==> config.mk <==
export PLATFORM = sky130hd
export DESIGN_NAME = burst_sequencer
export DESIGN_NICKNAME = d
export VERILOG_FILES = /design/src/rtl/burst_sequencer_pkg.sv /design/src/rtl/burst_sequencer_tick_prescaler.sv /design/src/rtl/burst_sequencer.sv
export SDC_FILE = /design/constraint.sdc
export NUM_CORES = 1
export LEC_CHECK = 0
export ABC_AREA = 1
export BUFFER_PORTS_ARGS = -buffer_cell sky130_fd_sc_hd__buf_2
export CAP_MARGIN = 20
export CELL_PAD_IN_SITES_DETAIL_PLACEMENT = 1
export CELL_PAD_IN_SITES_GLOBAL_PLACEMENT = 2
export CORE_MARGIN = 2
export CORE_UTILIZATION = 34
export CTS_CLUSTER_DIAMETER = 120
export DETAILED_ROUTE_END_ITERATION = 7
export PLACE_DENSITY = 0.77
export SYNTH_ARGS = -nofsm -noshare
export SYNTH_HDL_FRONTEND = slang
export SYNTH_SLANG_ARGS = --single-unit
==> constraint.sdc <==
create_clock -name clk -period 2.7 [get_ports clk]
set_clock_uncertainty 0.05 [all_clocks]
set_input_delay 0 -clock clk [delete_from_list [all_inputs] [get_ports clk]]
set_output_delay 0 -clock clk [all_outputs]
set_load 0.02 [all_outputs]
==> src/rtl/burst_sequencer_pkg.sv <==
// Shared types for the DRSSTC burst sequencer: FSM states, the timing
// config record and the rule that decides whether a config may go live.
package burst_sequencer_pkg;

  // Config fields are sized for the widest supported build; narrower
  // instances zero-extend their port values into them.
  localparam int CFG_CNT_W  = 16;
  localparam int CFG_EDGE_W = 4;

  typedef enum logic [2:0] {
    IDLE   = 3'd0,
    START  = 3'd1,
    RUN    = 3'd2,
    QUENCH = 3'd3,
    FAULT  = 3'd4
  } state_t;

  typedef struct packed {
    logic [CFG_CNT_W-1:0]  on_time;
    logic [CFG_CNT_W-1:0]  period;
    logic [CFG_EDGE_W-1:0] start_edges;
    logic [CFG_CNT_W-1:0]  fault_hold;
  } cfg_t;

  function automatic logic cfg_ok(input cfg_t c);
    return (c.on_time != '0) && (c.period > c.on_time) && (c.start_edges != '0);
  endfunction

endpackage

==> src/rtl/burst_sequencer_tick_prescaler.sv <==
// Divides clk down to the timing tick; the count is held at zero while
// bursts are disarmed so the first tick after arming is a full interval.
module tick_prescaler #(
  parameter int TICK_DIV = 50
) (
  input  logic clk,
  input  logic rst_n,
  input  logic enable,
  output logic tick
);

  localparam int DIV_W = (TICK_DIV > 1) ? $clog2(TICK_DIV) : 1;
  localparam logic [DIV_W-1:0] LAST = DIV_W'(TICK_DIV - 1);

  logic [DIV_W-1:0] cnt;

  always_ff @(posedge clk) begin
    if (!rst_n || !enable) begin
      cnt <= '0;
    end else if (cnt == LAST) begin
      cnt <= '0;
    end else begin
      cnt <= cnt + DIV_W'(1);
    end
  end

  assign tick = rst_n && enable && (cnt == LAST);

endmodule

==> src/rtl/burst_sequencer.sv <==
// Interrupter burst sequencer: generator start, hand-over to feedback after
// a number of feedback edges, quench at end of on-time, OCD lockout.
module burst_sequencer
  import burst_sequencer_pkg::*;
#(
  parameter int CNT_W    = 16,
  parameter int TICK_DIV = 50,
  parameter int EDGE_W   = 4
) (
  input  logic              clk,
  input  logic              rst_n,
  input  logic              enable,
  input  logic              cfg_valid,
  input  logic [CNT_W-1:0]  cfg_on_time,
  input  logic [CNT_W-1:0]  cfg_period,
  input  logic [EDGE_W-1:0] cfg_start_edges,
  input  logic [CNT_W-1:0]  cfg_fault_hold,
  input  logic              fb_edge,
  input  logic              ocd,
  output logic              int_out,
  output logic              sel_out,
  output logic              fault,
  output logic              cfg_err,
  output logic [7:0]        ocd_cnt,
  output logic [2:0]        state_dbg
);

  state_t            state, state_n;
  cfg_t              active, pending, cfg_in;
  logic              tick, wrap, burst_go, on_exp, edges_done, fault_done;
  logic              entering_start, entering_fault;
  logic [CNT_W-1:0]  period_cnt, on_cnt, fault_cnt;
  logic [CNT_W-1:0]  period_last, on_last, hold_last;
  logic [EDGE_W-1:0] edge_cnt;

  tick_prescaler #(
    .TICK_DIV(TICK_DIV)
  ) u_prescaler (
    .clk   (clk),
    .rst_n (rst_n),
    .enable(enable),
    .tick  (tick)
  );

  always_comb begin
    cfg_in             = '0;
    cfg_in.on_time     = CFG_CNT_W'(cfg_on_time);
    cfg_in.period      = CFG_CNT_W'(cfg_period);
    cfg_in.start_edges = CFG_EDGE_W'(cfg_start_edges);
    cfg_in.fault_hold  = CFG_CNT_W'(cfg_fault_hold);
  end

  // A zero period wraps on every tick, which is how the first config loads.
  assign period_last = CNT_W'(active.period) - CNT_W'(1);
  assign on_last     = CNT_W'(active.on_time) - CNT_W'(1);
  assign hold_last   = (active.fault_hold == '0) ? '0 : CNT_W'(active.fault_hold) - CNT_W'(1);

  assign wrap       = tick && ((active.period == '0) || (period_cnt == period_last));
  assign burst_go   = wrap && enable && cfg_ok(active);
  assign on_exp     = tick && (on_cnt == on_last);
  assign edges_done = fb_edge && ((edge_cnt + EDGE_W'(1)) == EDGE_W'(active.start_edges));
  assign fault_done = tick && (fault_cnt >= hold_last);

  always_comb begin
    state_n = state;
    case (state)
      IDLE, QUENCH: begin
        if (!enable)       state_n = IDLE;
        else if (burst_go) state_n = START;
      end
      START: begin
        if (ocd)             state_n = FAULT;
        else if (!enable)    state_n = IDLE;
        else if (on_exp)     state_n = QUENCH;
        else if (edges_done) state_n = RUN;
      end
      RUN: begin
        if (ocd)          state_n = FAULT;
        else if (!enable) state_n = IDLE;
        else if (on_exp)  state_n = QUENCH;
      end
      FAULT: begin
        if (fault_done) state_n = IDLE;
      end
      default: state_n = IDLE;
    endcase
  end

  assign entering_start = (state_n == START) && (state != START);
  assign entering_fault = (state_n == FAULT) && (state != FAULT);

  always_ff @(posedge clk) begin
    if (!rst_n) begin
      state <= IDLE;
    end else begin
      state <= state_n;
    end
  end

  // New fields only ever reach the live config at a period wrap.
  always_ff @(posedge clk) begin
    if (!rst_n) begin
      pending    <= '0;
      active     <= '0;
      period_cnt <= '0;
      cfg_err    <= 1'b0;
    end else begin
      cfg_err <= 1'b0;
      if (cfg_valid) begin
        pending <= cfg_in;
      end
      if (wrap) begin
        period_cnt <= '0;
        if (cfg_ok(pending)) begin
          active <= pending;
        end else begin
          cfg_err <= 1'b1;
        end
      end else if (tick) begin
        period_cnt <= period_cnt + CNT_W'(1);
      end
    end
  end

  always_ff @(posedge clk) begin
    if (!rst_n) begin
      on_cnt   <= '0;
      edge_cnt <= '0;
    end else if (entering_start) begin
      on_cnt   <= '0;
      edge_cnt <= '0;
    end else if ((state == START) || (state == RUN)) begin
      if (tick) begin
        on_cnt <= on_cnt + CNT_W'(1);
      end
      if ((state == START) && fb_edge) begin
        edge_cnt <= edge_cnt + EDGE_W'(1);
      end
    end
  end

  always_ff @(posedge clk) begin
    if (!rst_n) begin
      fault_cnt <= '0;
      ocd_cnt   <= '0;
    end else if (entering_fault) begin
      fault_cnt <= '0;
      if (ocd_cnt != 8'hFF) begin
        ocd_cnt <= ocd_cnt + 8'd1;
      end
    end else if ((state == FAULT) && tick) begin
      fault_cnt <= fault_cnt + CNT_W'(1);
    end
  end

  assign int_out   = (state == START) || (state == RUN);
  assign sel_out   = (state == RUN);
  assign fault     = (state == FAULT);
  assign state_dbg = state;

endmodule
==> impl_metrics.ini <==
[route]
vias_per_cell = 4.81
drt_wl_total_mm = 35.1
first_iter_violations = 370
vias = 10293
first_pass_iters = 5
drc = 0
wire_per_inst_um = 16.4
ant_nets = 0

[logic_synthesis]
ys_ff_latch = 174
syn_inst = 1545
syn_area_per_cell_um2 = 6.61
yosys.cell_count.top_type = nand2_1
synth_seq_area_share = 0.341
synth_ff_type = dfxtp_1
yosysTopAreaCellShare = 0.341
synth_xor_area_frac = 0.0446
ys.warnings.count = 0
synth_commonest_cells = nand2_1 (347), nor2_1 (305), dfxtp_1 (174), inv_1 (174), nand3_1 (89)
synth.largest_area_cell = dfxtp_1
ys_types = 50
yosys.area_share.simple = 0.366
syn_nets = 1663
synth-edff-count = 0
ys_async_sr_fraction = 0
synth_mux_area_frac = 0.000980
synth_adder_area_share = 0.0735
yosys-top-cells-area = dfxtp_1 (34%), nand2_1 (13%), nor2_1 (11%), ha_1 (7.3%), inv_1 (6.4%)
syn_area_um2 = 10200
synth_top_family_by_area = simple AND/OR/NAND/NOR gates
synth-compound-area-share = 0.0882

[floorplanning]
dieWidth_um = 177
ioPinCount = 73
row_count = 63
initial_core_util = 0.345
dieArea_um2 = 31500
core_um2 = 29600
die_h_um = 177

[flow_run]
maxCapViolCount = 0

[critical_path]
crit-reg2reg-capture = on_cnt[10]$_SDFFE_PP0P_
r2r_slack_ns = 0.04
cp_max_fo = 5
crit_path_end_kind = flop
crit_required_ns = 2.96
ff2ff_path_depth = 20
r2r_start = active[23]$_SDFFE_PN0P_
worstPathArrival_ns = 2.93
start_kind = flop
path_class = flop to flop

[min_path]
holdPathEnd = u_prescaler.cnt[1]$_SDFF_PP0_
whs_path_depth = 5
min_from = rst_n
hold_path_class = input pin to flop

[clocking]
cts_htree_levels = 4
cts_sinks = 174
root_buffer = clkbuf_16
clockBufferDepth = 2
worstSkewPairLatency_ns = 0.45
path_clk_slew_ns = 0.07
tritoncts = done
cts_buffers = 17

[final_layout]
syn_to_final_growth_pct = 28.8
fillers = 3845
seqCellArea_um2 = 3490
final_cells = 2140
diodes = 0
fin_nets = 1855
drive_above_1_share = 0.173
multi_input_area_um2 = 6180
final_cell_area_um2 = 13200

[timing]
finalSetupViolCount = 0
maxSlewViolCount = 0
max_freq_ghz = 0.375
slew_headroom = 0.582
tightest_slew_ns = 0.627
rsz0062_at_grt = true
fin_crit_sh = 0.987
timing.final.crit_period_ns = 2.66
hold_viol = 0

[placement]
dp.cells = 2028
dpl_cell_area_um2 = 11400
gp_congestion = 0.866
dpl.hpwl_mm = 26.7
place.port_buffers = 72

[grt]
grt_first_pass_wirelength_mm = 55.8
grt.total_usage = 0.226
grt_overflow_total = 0
first_global_vias = 10534
antenna_found_initial = 0
grt_max_degree = 59

[pwr]
power_density_nw_per_um2 = 427
ir_worst_vdd_v = 0.000468
p_leak_nw = 6.55

[outcome]
status = completed
power by group:
part | internal [mW] | switching (mW)
sequential | 2.62 | 0.0472
combinational | 0.185 | 0.221
clock | 1.32 | 1.23
final cells by class:
class,count,share of cell area
Inverter,183,0.0527
Tap cell,390,0.0371
Multi-Input combinational cell,1147,0.470
Timing Repair Buffer,214,0.129
Clock buffer,17,0.0323
Clock inverter,15,0.0134
Sequential cell,174,0.266
cell usage in the layout, fill, tap and decap left out, drive strengths merged, types with 6 or more instances in the layout:
cell type	Yosys	routed
nand4	18	18
nand3b	6	6
nor3b	11	11
inv	182	188
clkinv	1	6
nor3	46	46
a21oi	64	64
dlygate4sd3	0	61
nand3	92	92
nand2	353	353
buf	13	151
xor2	38	38
xnor2	14	14
clkbuf	28	19
dfxtp	174	174
a31oi	6	6
ha	60	60
o21ai	83	83
nor2	320	320
nor4	12	12
worst max-delay path, cell delays in order (launching register included):
cell and delay [ns]:
dfxtp_2 0.35, buf_4 0.16, nor2_4 0.17, nand2_4 0.10, nor2_4 0.18, nand2_2 0.08
nand3_1 0.09, nand2_1 0.06, nor2_1 0.10, nand2_1 0.07, nor2_2 0.15, nand2_2 0.09
nand2_2 0.08, nand3_2 0.09, nand2_1 0.08, nand2_1 0.04, nand2_1 0.07, nand2_2 0.07
nor2_4 0.23, clkbuf_16 0.20, nor3_1 0.04
cell families after synthesis:
logic type,count (synthesis)
buffers and inverters,224
muxes,1
xor gates and xnor gates,52
AOI/OAI and AO/OA,168
and+or+nand+nor,866
DFF,174
adders and majority gates,60
per-stage QoR:
step                hold slack (ns)   util  setup TNS, ns  setup slack, ns  power [mW]
floorplan                    0.0849      -              0            0.225        2.89
global placement              0.174  0.386         -0.169           -0.169        3.05
detailed placement            0.178  0.386          -1.02           -0.290        3.06
CTS                          0.0260  0.429              0          0.00967        5.68
global route                 0.0439  0.444          -5.42           -0.166        5.86
finish                       0.0348  0.444              0           0.0363        5.62
worst max-delay path by stage:
stage          slack [ns]  cells after the start                     from                       end
3_3_place_gp        -0.17                     16   active[5]$_SDFFE_PN0P_   state_dbg[2]$_SDFF_PN0_
4_1_cts              0.01                     19  active[21]$_SDFFE_PN0P_    on_cnt[5]$_SDFFE_PP0P_
5_1_grt             -0.17                     20  active[23]$_SDFFE_PN0P_  edge_cnt[1]$_SDFFE_PP0P_
2_1_floorplan        0.23                     19   active[0]$_SDFFE_PN0P_   state_dbg[2]$_SDFF_PN0_
6_report             0.04                     20  active[23]$_SDFFE_PN0P_   on_cnt[10]$_SDFFE_PP0P_
3_5_place_dp        -0.29                     16   active[5]$_SDFFE_PN0P_   state_dbg[2]$_SDFF_PN0_
metal layers:
layer,track usage,share of wire
met5,0,0
met3,0.0362,0.022
met2,0.402,0.49
met4,0.0447,0.012
met1,0.289,0.47
timing repair:
item	4_1_cts	5_1_grt
gates resized for setup	21	80
cloned	0	3
setup buffers	2	14
setup endpoints to repair	58	94
hold buffers	61	0
endpoints found under the hold margin	54	0
pin swaps	2	29
sequential cells by signal (all words and copies together), names as in the netlist:
register,flops
active,52
pending,52
fault_cnt,16
on_cnt,16
period_cnt,16
ocd_cnt,8
u_prescaler.cnt,6
edge_cnt,4
state_dbg,3
cfg_err,1
Note: power is estimated with default switching activity, not from simulation.
